<file path="src/rtl/operand_fetch.sv">
// rtl/operand_fetch.sv - TRV-32I decode/operand-fetch stage with hazard stalls and a valid/ready output register
//
// Sits between instruction fetch and execute. Drives rs1/rs2 read addresses to the
// register file straight from the incoming instruction, captures the combinational read
// data, corrects it for a writeback happening in the same cycle, stalls on load-use
// hazards, and holds one instruction in a valid/ready output register.
//
// Build option:
//   OPFETCH_WB_BYPASS_EN defined   - same-cycle writeback is bypassed into the captured
//                                    operands; no writeback stall.
//   OPFETCH_WB_BYPASS_EN undefined - no capture bypass; an instruction whose rs1/rs2 is
//                                    being written this cycle stalls one cycle so the
//                                    register file read returns the new value.
//   In both builds a held (stalled by execute) instruction has its operands refreshed
//   by writebacks to its source registers.
//
// Ports:
//   clk, rst                     clock (rising edge), synchronous active-high reset
//   if_valid/if_ready            fetch handshake
//   if_instr, if_pc              instruction word and its PC
//   rf_rs1_addr, rf_rs2_addr     register-file read addresses (combinational from if_instr)
//   rf_rs1_data, rf_rs2_data     register-file read data
//   wb_write_en/rd_addr/rd_data  writeback port (same cycle as the register-file write)
//   ex_load_pending, ex_rd_addr  load in execute whose result is not yet available
//   flush                        redirect: squash this stage
//   id_valid/id_ready            execute handshake
//   id_pc, id_instr              captured PC and instruction
//   id_rs1_data, id_rs2_data     operands
//   id_rs1_addr, id_rs2_addr, id_rd_addr  decoded register fields

module operand_fetch #(
    parameter int               XLEN     = 32,
    parameter logic [XLEN-1:0]  RESET_PC = '0
) (
    input  logic              clk,
    input  logic              rst,

    input  logic              if_valid,
    output logic              if_ready,
    input  logic [31:0]       if_instr,
    input  logic [XLEN-1:0]   if_pc,

    output logic [4:0]        rf_rs1_addr,
    output logic [4:0]        rf_rs2_addr,
    input  logic [XLEN-1:0]   rf_rs1_data,
    input  logic [XLEN-1:0]   rf_rs2_data,

    input  logic              wb_write_en,
    input  logic [4:0]        wb_rd_addr,
    input  logic [XLEN-1:0]   wb_rd_data,

    input  logic              ex_load_pending,
    input  logic [4:0]        ex_rd_addr,

    input  logic              flush,

    output logic              id_valid,
    input  logic              id_ready,
    output logic [XLEN-1:0]   id_pc,
    output logic [31:0]       id_instr,
    output logic [XLEN-1:0]   id_rs1_data,
    output logic [XLEN-1:0]   id_rs2_data,
    output logic [4:0]        id_rs1_addr,
    output logic [4:0]        id_rs2_addr,
    output logic [4:0]        id_rd_addr
);

    typedef enum logic {
        EMPTY = 1'b0,
        FULL  = 1'b1
    } state_t;

    state_t state;

    logic [4:0]      rs1;
    logic [4:0]      rs2;
    logic [4:0]      rd;
    logic            load_hz;
    logic            wb_hz;
    logic            accept;
    logic [XLEN-1:0] cap_rs1;
    logic [XLEN-1:0] cap_rs2;
    logic            refresh_rs1;
    logic            refresh_rs2;

    // Raw field extraction; hazard logic does not decode the opcode, so an
    // instruction that does not really use rs2 may still stall (conservative).
    assign rs1 = if_instr[19:15];
    assign rs2 = if_instr[24:20];
    assign rd  = if_instr[11:7];

    assign rf_rs1_addr = rs1;
    assign rf_rs2_addr = rs2;

    // x0 is never a hazard source: a load to x0 produces nothing to wait for.
    assign load_hz = ex_load_pending && (ex_rd_addr != 5'd0) &&
                     ((ex_rd_addr == rs1) || (ex_rd_addr == rs2));

`ifdef OPFETCH_WB_BYPASS_EN
    assign wb_hz = 1'b0;

    always_comb begin
        cap_rs1 = rf_rs1_data;
        if (rs1 == 5'd0) begin
            cap_rs1 = '0;
        end else if (wb_write_en && (wb_rd_addr == rs1)) begin
            cap_rs1 = wb_rd_data;
        end
    end

    always_comb begin
        cap_rs2 = rf_rs2_data;
        if (rs2 == 5'd0) begin
            cap_rs2 = '0;
        end else if (wb_write_en && (wb_rd_addr == rs2)) begin
            cap_rs2 = wb_rd_data;
        end
    end
`else
    // Without the bypass mux the register file still shows the old value this
    // cycle, so hold the instruction back one cycle until the write has landed.
    assign wb_hz = wb_write_en && (wb_rd_addr != 5'd0) &&
                   ((wb_rd_addr == rs1) || (wb_rd_addr == rs2));

    always_comb begin
        cap_rs1 = rf_rs1_data;
        if (rs1 == 5'd0) begin
            cap_rs1 = '0;
        end
    end

    always_comb begin
        cap_rs2 = rf_rs2_data;
        if (rs2 == 5'd0) begin
            cap_rs2 = '0;
        end
    end
`endif

    // flush dominates everything: the offered instruction is refused so fetch
    // does not believe it was consumed.
    assign if_ready = !flush && !load_hz && !wb_hz && ((state == EMPTY) || id_ready);
    assign accept   = if_valid && if_ready;

    // A held instruction must not leave with a stale operand when its source
    // register is written while execute is back-pressuring.
    assign refresh_rs1 = wb_write_en && (wb_rd_addr != 5'd0) && (wb_rd_addr == id_rs1_addr);
    assign refresh_rs2 = wb_write_en && (wb_rd_addr != 5'd0) && (wb_rd_addr == id_rs2_addr);

    always_ff @(posedge clk) begin
        if (rst) begin
            state       <= EMPTY;
            id_valid    <= 1'b0;
            id_pc       <= RESET_PC;
            id_instr    <= '0;
            id_rs1_data <= '0;
            id_rs2_data <= '0;
            id_rs1_addr <= '0;
            id_rs2_addr <= '0;
            id_rd_addr  <= '0;
        end else if (flush) begin
            state    <= EMPTY;
            id_valid <= 1'b0;
        end else if (accept) begin
            // Covers both the empty case and drain-and-refill in one cycle.
            state       <= FULL;
            id_valid    <= 1'b1;
            id_pc       <= if_pc;
            id_instr    <= if_instr;
            id_rs1_data <= cap_rs1;
            id_rs2_data <= cap_rs2;
            id_rs1_addr <= rs1;
            id_rs2_addr <= rs2;
            id_rd_addr  <= rd;
        end else begin
            case (state)
                FULL: begin
                    if (id_ready) begin
                        state    <= EMPTY;
                        id_valid <= 1'b0;
                    end else begin
                        if (refresh_rs1) begin
                            id_rs1_data <= wb_rd_data;
                        end
                        if (refresh_rs2) begin
                            id_rs2_data <= wb_rd_data;
                        end
                    end
                end
                default: begin
                    state    <= EMPTY;
                    id_valid <= 1'b0;
                end
            endcase
        end
    end

endmodule
</file>
<file path="config.mk">
export PLATFORM = sky130hd
export DESIGN_NAME = operand_fetch
export DESIGN_NICKNAME = d
export VERILOG_FILES = /design/src/rtl/operand_fetch.sv
export SDC_FILE = /design/constraint.sdc
export NUM_CORES = 1
export LEC_CHECK = 0
export CORE_ASPECT_RATIO = 0.8
export CORE_UTILIZATION = 37
export CTS_BUF_LIST = sky130_fd_sc_hd__clkbuf_4 sky130_fd_sc_hd__clkbuf_8
export CTS_CLUSTER_DIAMETER = 60
export DETAILED_ROUTE_END_ITERATION = 6
export HOLD_SLACK_MARGIN = 0.05
export PLACE_DENSITY = 0.79
export SLEW_MARGIN = 10
export SYNTH_ARGS = -nofsm -noshare
export SYNTH_HDL_FRONTEND = slang
export SYNTH_SLANG_ARGS = --single-unit
</file>
<file path="constraint.sdc">
create_clock -name clk -period 2.25 [get_ports clk]
set_input_delay 0.45 -clock clk [delete_from_list [all_inputs] [get_ports clk]]
set_output_delay 0.45 -clock clk [all_outputs]
set_load 0.005 [all_outputs]
</file>
==> results of run 1 <==
-- worst max-delay path: cells and delay by family --
kind                      cells  cell delay [ns]
buffers and inverters         3             0.55
AOI/OAI and AO/OA             2             0.39
and+or+nand+nor               2             0.26
xor gates and xnor gates      1             0.18
-- worst max-delay path by stage --
stage / slack, ns / to / cells after the start / start
2_1_floorplan: 0.01 / id_rs1_data[10] / 8 / wb_rd_addr[2]
3_3_place_gp: -0.60 / id_rs1_data[28] / 7 / wb_rd_addr[0]
3_5_place_dp: -0.62 / id_instr[29] / 11 / ex_rd_addr[4]
4_1_cts: 0.02 / id_rs2_data[15] / 11 / wb_rd_addr[1]
5_1_grt: -0.06 / if_ready / 8 / ex_rd_addr[0]
6_report: -0.02 / if_ready / 8 / ex_rd_addr[0]
-- registers in the layout (all words and copies together) (netlist names) --
name / flops
state: 1
id_instr: 32
id_rs1_data: 32
id_valid: 1
id_rs2_data: 32
id_pc: 32
-- repair_timing --
item	CTS	global route
pin swaps	11	14
gates cloned	3	1
buffers inserted	11	2
endpoints found under the setup margin	120	50
resized for setup	53	25
-- placed cells by master (no fill, tap or decap), types with 4 or more instances in the layout --
cell / instances
o221a_1: 60
xnor2_1: 6
nor3b_2: 35
buf_4: 43
nor3b_1: 29
mux2i_1: 64
or4_4: 4
clkdlybuf4s50_1: 306
dlygate4sd2_1: 18
dfxtp_1: 129
nor2_1: 68
clkbuf_8: 19
xor2_1: 24
buf_16: 4
o21a_1: 64
o221a_2: 4
buf_6: 9
bufinv_16: 5
buf_12: 17
-- cell type report --
class | instances | area, sq um | area share [%]
multi-input combinational | 384 | 3308 | 30.50
tap | 220 | 275.3 | 2.537
inverter | 1 | 3.754 | 0.03460
sequential | 130 | 2604 | 24.00
clock inverter | 11 | 200.2 | 1.845
timing repair buffer | 405 | 4178 | 38.51
clock buffer | 21 | 276.5 | 2.549
antenna | 1 | 2.502 | 0.02307
-- metrics by stage --
| stage | hold slack, ns | cell area [sq um] |
|---|---|---|
| floorplan | 0.4794 | 6291 |
| global placement | 0.4722 | 9963 |
| detailed placement | 0.4868 | 9963 |
| CTS | 0.3812 | 10730 |
| global route | 0.3799 | 10850 |
| finish | 0.3934 | 10850 |
-- per-layer routing --
metal  vias to the layer above  track usage [%]  part of all wire (%)
met5                         -                0                     0
met4                         0            9.278                   2.3
met3                        37            7.452                   7.4
met2                       240            41.04                    48
met1                      2929            29.87                    42
li1                       2848                -                     -
-- power by group --
part           switching (mW)  internal [mW]  total [mW]
Combinational           0.525          0.927        1.45
Clock                   0.959           1.42        2.37
Sequential             0.0928           2.45        2.54
-- kinds of logic (layout without fill, tap and decap cells) --
| group | Yosys count | in the layout | synth area share (%) |
|---|---|---|---|
| and+or+nand+nor | 154 | 154 | 15.33 |
| AOI/OAI and AO/OA | 136 | 136 | 20.05 |
| DFF | 130 | 130 | 41.37 |
| buffers and inverters | 85 | 438 | 8.890 |
| muxes | 64 | 64 | 10.18 |
| xor gates and xnor gates | 30 | 30 | 4.177 |
| other | 0 | 1 | 0 |
==> flow_metrics.env, run 1 <==
export IMPL_crit_top_cell="nor3_1"
export IMPL_worst_path_max_delay_cell="dlygate4sd2_1"
export IMPL_antenna_found_initial=1
export IMPL_grt_usage_pct=24.70
export IMPL_hold_depth=3
export IMPL_clk_latency_ns=0.43
export IMPL_whs_endpoint="id_rs2_data[27]"
export IMPL_ctsHtreeMaxLevel=4
export IMPL_finClkSkew_ns=0.01089
export IMPL_synth_area_leader_cell="dfxtp_1"
export IMPL_final_cell_count_no_fill=1173
export IMPL_reg2reg_to="id_rs2_data[11]"
export IMPL_avgViaCountPerCell=5.161
export IMPL_max_stage_delay_ns=0.26
export IMPL_synth_seq_cells=130
export IMPL_power_mw=6.368
export IMPL_worst_pin_slew_ns=0.6847
export IMPL_dp_hpwl_mm=15.39
export IMPL_yosysSeqAreaShare_pct=41.37
export IMPL_async_flop_share_pct=0
export IMPL_tritoncts="yes"
export IMPL_netlist_top_cells_count="dfxtp_1 (130), nor2_1 (70), mux2i_1 (64), o21a_1 (64), o221a_1 (60)"
export IMPL_cts_root_buf="clkbuf_8"
export IMPL_layout_setup_ws_ns=-0.01688
export IMPL_min_delay_start="rst"
export IMPL_drv_cap=0
export IMPL_num_rows=42
export IMPL_synthCells=599
export IMPL_synth_area_leaders="dfxtp_1 (41%), o221a_1 (11%), mux2i_1 (10%), o21a_1 (7.6%), nor3b_1 (5.5%)"
export IMPL_avgSynthCellArea_sq_um=10.50
export IMPL_hold_viol_final=0
export IMPL_dr_pass1_iters=4
export IMPL_post_synth_top_count_cell="dfxtp_1"
export IMPL_clock_sinks=130
export IMPL_grt_pass1_wl_mm=33.55
export IMPL_critical_path_class="in -> out"
export IMPL_area_growth_syn_to_layout_pct=72.43
export IMPL_first_iter_violations=222
export IMPL_synth_cell_types=30
export IMPL_cp_required_ns=1.80
export IMPL_dpl_worst_slack_ns=-0.6202
export IMPL_synth_area_sq_um=6291
export IMPL_synth_warnings=0
export IMPL_finalWeightedCongestion=0.9117
export IMPL_worstPathArrival_ns=1.82
export IMPL_avgRoutedWirePerCell_um=18.97
export IMPL_synth_nets=776
export IMPL_synthFlopType="dfxtp_1"
export IMPL_fp_dieH_um=118.6
export IMPL_grt_max_degree=68
export IMPL_r2r_start="state"
export IMPL_end_kind="output port"
export IMPL_rsz0062_at_grt="true"
export IMPL_dr_total_vias=6054
export IMPL_crit_path_max_fanout=3
export IMPL_cp_cell_sequence="dlygate4sd2_1, buf_4, xor2_1, nor3_1, a22oi_1, o22ai_1, nor3_1, buf_2"
export IMPL_startpoint_type="input pin"
export IMPL_rr_worst_depth=8
export IMPL_min_period_ns=2.267
export IMPL_slew_headroom_pct=54.35
export IMPL_p_leak_nw=4.363
export IMPL_dp_cells=1124
export IMPL_fin_util_pct=65.33
export IMPL_fmax_mhz=441.1
export IMPL_setup_viol=1
export IMPL_wirelength_mm=22.25
export IMPL_synth_edf_count=0
export IMPL_drive_gt1_share_pct=17.65
export IMPL_fin_crit_sh_pct=100.8
export IMPL_core_sq_um=16610
export IMPL_cts_buffer_depth=2
export IMPL_drcViolationCount=0
export IMPL_ir_drop_mv=0.5159
export IMPL_status="complete, but fails checks"
export IMPL_cts_hold_buf=0
export IMPL_r2r_slack_ns=0.05
export IMPL_netlist_area_leader_share_pct=41.37
export IMPL_nets=1116
export IMPL_start_util_pct=37.88
export IMPL_slew_viol_final=0
export IMPL_portBuffers=331
export IMPL_tns_ns=-0.01688
export IMPL_dieArea_sq_um=17530
export IMPL_grt_pass1_vias=6119
export IMPL_drt_antenna_violating_nets=0
export IMPL_ios=332
export IMPL_grt_overflow=0
export IMPL_clk_pin_slew_worst_paths_ns=0.07
export IMPL_cts_made_buffers=17
export IMPL_failed_checks="setup timing"
export IMPL_fillers=1347
export IMPL_die_w_um=147.8
export IMPL_pwr_density_cell_nw_per_um2=587.1
export IMPL_holdCritPathClass="in -> reg"
(Power assumes the default switching activity.)
==> inputs of run 2 (changes only) <==
Settings changed: SETUP_SLACK_MARGIN from default to 0.02.
==> flow_metrics.env, run 2 (synthesized netlist as in run 1, its figures left out) <==
export IMPL_finClkSkew_ns=0.01388
export IMPL_grt_max_degree=65
export IMPL_avgViaCountPerCell=5.112
export IMPL_cp_required_ns=2.59
export IMPL_ctsHtreeMaxLevel=4
export IMPL_dieArea_sq_um=17530
export IMPL_area_growth_syn_to_layout_pct=75.22
export IMPL_slew_viol_final=0
export IMPL_core_sq_um=16610
export IMPL_final_cell_count_no_fill=1186
export IMPL_p_leak_nw=4.441
export IMPL_tritoncts="yes"
export IMPL_die_w_um=147.8
export IMPL_crit_path_max_fanout=5
export IMPL_reg2reg_to="id_rs2_data[9]"
export IMPL_clock_sinks=130
export IMPL_dr_total_vias=6063
export IMPL_num_rows=42
export IMPL_dp_hpwl_mm=15.97
export IMPL_dr_pass1_iters=5
export IMPL_met1Wirelength_mm=9.374
export IMPL_cts_root_buf="clkbuf_8"
export IMPL_ios=332
export IMPL_hold_depth=4
export IMPL_drt_antenna_violating_nets=0
export IMPL_drive_gt1_share_pct=17.96
export IMPL_setup_viol=0
export IMPL_whs_endpoint="id_instr[21]"
export IMPL_finalWeightedCongestion=0.8857
export IMPL_avgRoutedWirePerCell_um=19.61
export IMPL_grt_pass1_vias=6300
export IMPL_grt_pass1_wl_mm=35.05
export IMPL_drv_cap=0
export IMPL_pwr_density_cell_nw_per_um2=585.4
export IMPL_cts_buffer_depth=2
export IMPL_wl_met2_mm=11.49
export IMPL_worstPathArrival_ns=2.54
export IMPL_final_common_cell="clkdlybuf4s50_1"
export IMPL_portBuffers=331
export IMPL_grt_overflow=0
export IMPL_wl_met3_mm=1.887
export IMPL_dp_cells=1128
export IMPL_status="finished clean"
export IMPL_layout_common_cells="clkdlybuf4s50_1 (307), dfxtp_1 (130), nor2_1 (68), o21a_1 (64), mux2i_1 (63)"
export IMPL_critical_path_class="in -> reg"
export IMPL_slew_headroom_pct=69.05
export IMPL_min_period_ns=2.198
export IMPL_holdCritPathClass="in -> reg"
export IMPL_fin_crit_sh_pct=97.67
export IMPL_antenna_found_initial=3
export IMPL_grt_usage_pct=26.35
export IMPL_cts_made_buffers=17
export IMPL_power_mw=6.453
export IMPL_cts_hold_buf=0
export IMPL_worst_pin_slew_ns=0.4643
export IMPL_top_layer="met4"
export IMPL_hold_viol_final=0
export IMPL_tns_ns=0
export IMPL_r2r_slack_ns=0.11
export IMPL_rsz0062_at_grt="true"
export IMPL_fp_dieH_um=118.6
export IMPL_wirelength_mm=23.25
export IMPL_clk_pin_slew_worst_paths_ns=0.08
export IMPL_drcViolationCount=0
export IMPL_clk_latency_ns=0.46
export IMPL_rr_worst_depth=8
export IMPL_ir_drop_mv=0.6948
export IMPL_fmax_mhz=455.1
export IMPL_startpoint_type="input pin"
export IMPL_start_util_pct=37.88
export IMPL_first_iter_violations=245
export IMPL_end_kind="flip-flop"
export IMPL_min_delay_start="if_instr[21]"
export IMPL_nets=1127
export IMPL_r2r_start="state"
## run 2: critical path, cell delays in order
cell and delay (ns):
clkdlybuf4s50_1 0.43, nand2b_4 0.15, or2_1 0.24, or4_4 0.59, buf_12 0.16, buf_16 0.13, o21a_1 0.17, o221a_1 0.21
## run 2: area by class of cell
type,instances,area [sq um]
multi-input cells,384,3281
clock buffers,18,241.5
clock inverters,14,225.2
inverters,1,3.754
repair buffers,416,4387
well taps,220,275.3
flip-flops and latches,130,2603
diodes,3,7.507
fillers,1316,5583
## run 2: routing by layer
| metal | GRT usage [%] | vias up |
|---|---|---|
| met1 | 29.71 | 2898 |
| li1 | - | 2890 |
| met3 | 9.537 | 31 |
| met5 | 0 | - |
| met4 | 10.82 | 0 |
| met2 | 44.78 | 244 |
## run 2: per-stage QoR
step | cell area (sq um) | setup WS (ns) | utilization (%) | hold slack, ns
after floorplan | 6377 | 0.01435 | - | 0.4794
after detailed placement | 10010 | -0.6721 | 60.26 | 0.4858
after CTS | 10930 | 0.03826 | 65.85 | 0.4344
after global routing | 11020 | -0.02016 | 66.38 | 0.4434
after global placement | 10010 | -0.6348 | 60.26 | 0.4715
final | 11020 | 0.05249 | 66.38 | 0.4520
## run 2: worst max-delay path by stage
stage	from	slack [ns]	depth (start not counted)	endpoint
3_5_place_dp	wb_rd_addr[4]	-0.67	9	id_rs1_data[31]
2_1_floorplan	wb_rd_addr[0]	0.01	9	id_pc[23]
4_1_cts	id_ready	0.04	9	id_rs2_data[9]
5_1_grt	if_instr[20]	-0.02	13	id_instr[23]
6_report	flush	0.05	8	id_rs2_data[9]
3_3_place_gp	wb_rd_addr[4]	-0.63	9	id_rs1_data[27]
## run 2: power by group
group	switching, mW	internal [mW]	total [mW]
sequential	0.0946	2.45	2.54
clock	1.03	1.35	2.38
combinational	0.546	0.981	1.53
total	1.67	4.78	6.45
## run 2: what timing repair did
item | CTS | global route
pin swaps | 13 | 14
gates cloned | 9 | 0
endpoints found under the setup margin | 119 | 64
resized for setup | 53 | 33
setup buffers | 13 | 2
==> inputs of run 3 (changes only) <==
Settings changed: CELL_PAD_IN_SITES_DETAIL_PLACEMENT from default to 0, CELL_PAD_IN_SITES_GLOBAL_PLACEMENT from default to 1, CORE_UTILIZATION 37 to 27, PLACE_DENSITY 0.79 to default, PLACE_DENSITY_LB_ADDON from default to 0.1.
==> flow_metrics.env, run 3 (synthesized netlist as in run 1, its figures left out) <==
export IMPL_wl_met3_mm=1.858
export IMPL_finalWeightedCongestion=0.8231
export IMPL_wl_met2_mm=11.45
export IMPL_cts_made_buffers=17
export IMPL_clk_latency_ns=0.44
export IMPL_worst_pin_slew_ns=0.3879
export IMPL_critical_path_class="reg -> reg"
export IMPL_cp_cell_sequence="nor2b_4, nand2b_4, or2_4, or4_4, buf_12, buf_16, o21a_1, o221a_2"
export IMPL_grt_usage_pct=19.98
export IMPL_holdCritPathClass="in -> reg"
export IMPL_dr_total_vias=5937
export IMPL_finClkSkew_ns=0.02311
export IMPL_die_w_um=172.7
export IMPL_ctsHtreeMaxLevel=4
export IMPL_end_kind="flip-flop"
export IMPL_cts_root_buf="clkbuf_8"
export IMPL_num_rows=49
export IMPL_top_layer="met4"
export IMPL_startpoint_type="flip-flop"
export IMPL_setup_viol=0
export IMPL_dpl_worst_slack_ns=-0.7681
export IMPL_r2r_start="state"
export IMPL_cts_hold_buf=0
export IMPL_grt_max_degree=65
export IMPL_antenna_found_initial=0
export IMPL_fillers=2130
export IMPL_met1Wirelength_mm=10.41
export IMPL_drcViolationCount=0
export IMPL_layout_setup_ws_ns=0.07694
export IMPL_area_growth_syn_to_layout_pct=70.35
export IMPL_slew_viol_final=0
export IMPL_hold_viol_final=0
export IMPL_start_util_pct=27.73
export IMPL_rr_worst_depth=8
export IMPL_worstPathArrival_ns=2.50
export IMPL_clock_sinks=130
export IMPL_core_sq_um=22680
export IMPL_crit_path_max_fanout=8
export IMPL_grt_overflow=0
export IMPL_fmax_mhz=460.2
export IMPL_cts_buffer_depth=2
export IMPL_final_cell_count_no_fill=1253
export IMPL_n_antenna_cell=0
export IMPL_dp_hpwl_mm=16.82
export IMPL_pwr_density_cell_nw_per_um2=549.7
export IMPL_wirelength_mm=24.11
export IMPL_min_delay_start="if_instr[17]"
export IMPL_ir_drop_mv=0.3168
export IMPL_final_common_cell="clkdlybuf4s50_1"
export IMPL_slew_headroom_pct=74.14
export IMPL_crit_path_start="state"
export IMPL_fp_dieH_um=138.5
export IMPL_min_period_ns=2.173
export IMPL_grt_pass1_vias=6417
export IMPL_rsz0062_at_grt="false"
export IMPL_fin_crit_sh_pct=96.58
export IMPL_drv_cap=0
export IMPL_hold_depth=3
export IMPL_ios=332
export IMPL_dieArea_sq_um=23920
export IMPL_tritoncts="yes"
export IMPL_worst_path_max_delay_cell="or4_4"
export IMPL_dr_pass1_iters=4
export IMPL_clk_pin_slew_worst_paths_ns=0.08
export IMPL_first_iter_violations=328
export IMPL_max_stage_delay_ns=0.58
export IMPL_portBuffers=331
export IMPL_grt_pass1_wl_mm=37.26
export IMPL_cp_required_ns=2.57
export IMPL_avgViaCountPerCell=4.738
export IMPL_nets=1113
export IMPL_avgRoutedWirePerCell_um=19.24
export IMPL_status="finished clean"
export IMPL_drive_gt1_share_pct=16.68
export IMPL_layout_common_cells="clkdlybuf4s50_1 (306), dfxtp_1 (130), nor2_1 (68), o21a_1 (64), mux2i_1 (64)"
export IMPL_drt_antenna_violating_nets=0
export IMPL_dp_cells=1212
export IMPL_p_leak_nw=4.247
-- run 3: changes by cell type in the layout (fill, tap and decap cells not counted), moves of 3 or more --
cell,delta
buf_16,-8
diode_2,-3
clkinvlp_4,+5
nor3b_2,-3
nor3b_1,+3
buf_6,-8
bufinv_16,-4
-- run 3: worst max-delay path: cells and delay by family (launching register included) --
family	cells	cell delay, ns
flops	1	0.32
compound gates	2	0.38
buf+inv	2	0.32
simple gates	4	1.05
-- run 3: worst paths after layout --
check,end,slack (ns)
hold / removal,id_instr[17],0.40
setup / recovery,id_rs2_data[31],0.08
setup reg to reg,id_rs2_data[31],0.08
hold reg to reg,id_valid,0.49
-- run 3: timing repair --
| action | 4_1_cts | 5_1_grt |
|---|---|---|
| buffers inserted | 6 | 0 |
| gates cloned | 5 | 0 |
| gates resized for setup | 51 | 23 |
| pin swaps | 11 | 9 |
| setup endpoints to repair | 129 | 99 |
-- run 3: area by class of cell --
class                      count  area, sq um  share of cell area (%)
clock buffer                  19        255.2                   2.382
clock inverter                11        107.6                   1.004
inverter                       1        3.754                 0.03503
multi-input combinational    384         3263                   30.45
sequential                   130         2603                   24.28
tap                          306        382.9                   3.573
timing repair buffer         402         4101                   38.27
-- run 3: where the power goes --
group	total [mW]	switching [mW]	internal [mW]
clock	1.92	1.01	0.910
combinational	1.43	0.524	0.910
sequential	2.54	0.0928	2.45
-- run 3: stage by stage --
step	utilization, %	total power, mW	setup TNS [ns]	instance area (sq um)	hold WS, ns
floorplan	-	3.158	0	6377	0.4794
global placement	44.58	3.987	-73.62	10110	0.4769
detailed placement	44.58	4.010	-87.02	10110	0.4830
CTS	47.28	5.975	0	10720	0.4985
global route	47.24	6.192	0	10720	0.3658
finish	47.24	5.890	0	10720	0.3999
-- run 3: per-layer routing --
layer | vias up | track usage (%)
met3 | 25 | 7.237
met2 | 214 | 33.38
met1 | 2866 | 24.01
met4 | 0 | 5.822
met5 | - | 0
li1 | 2832 | -
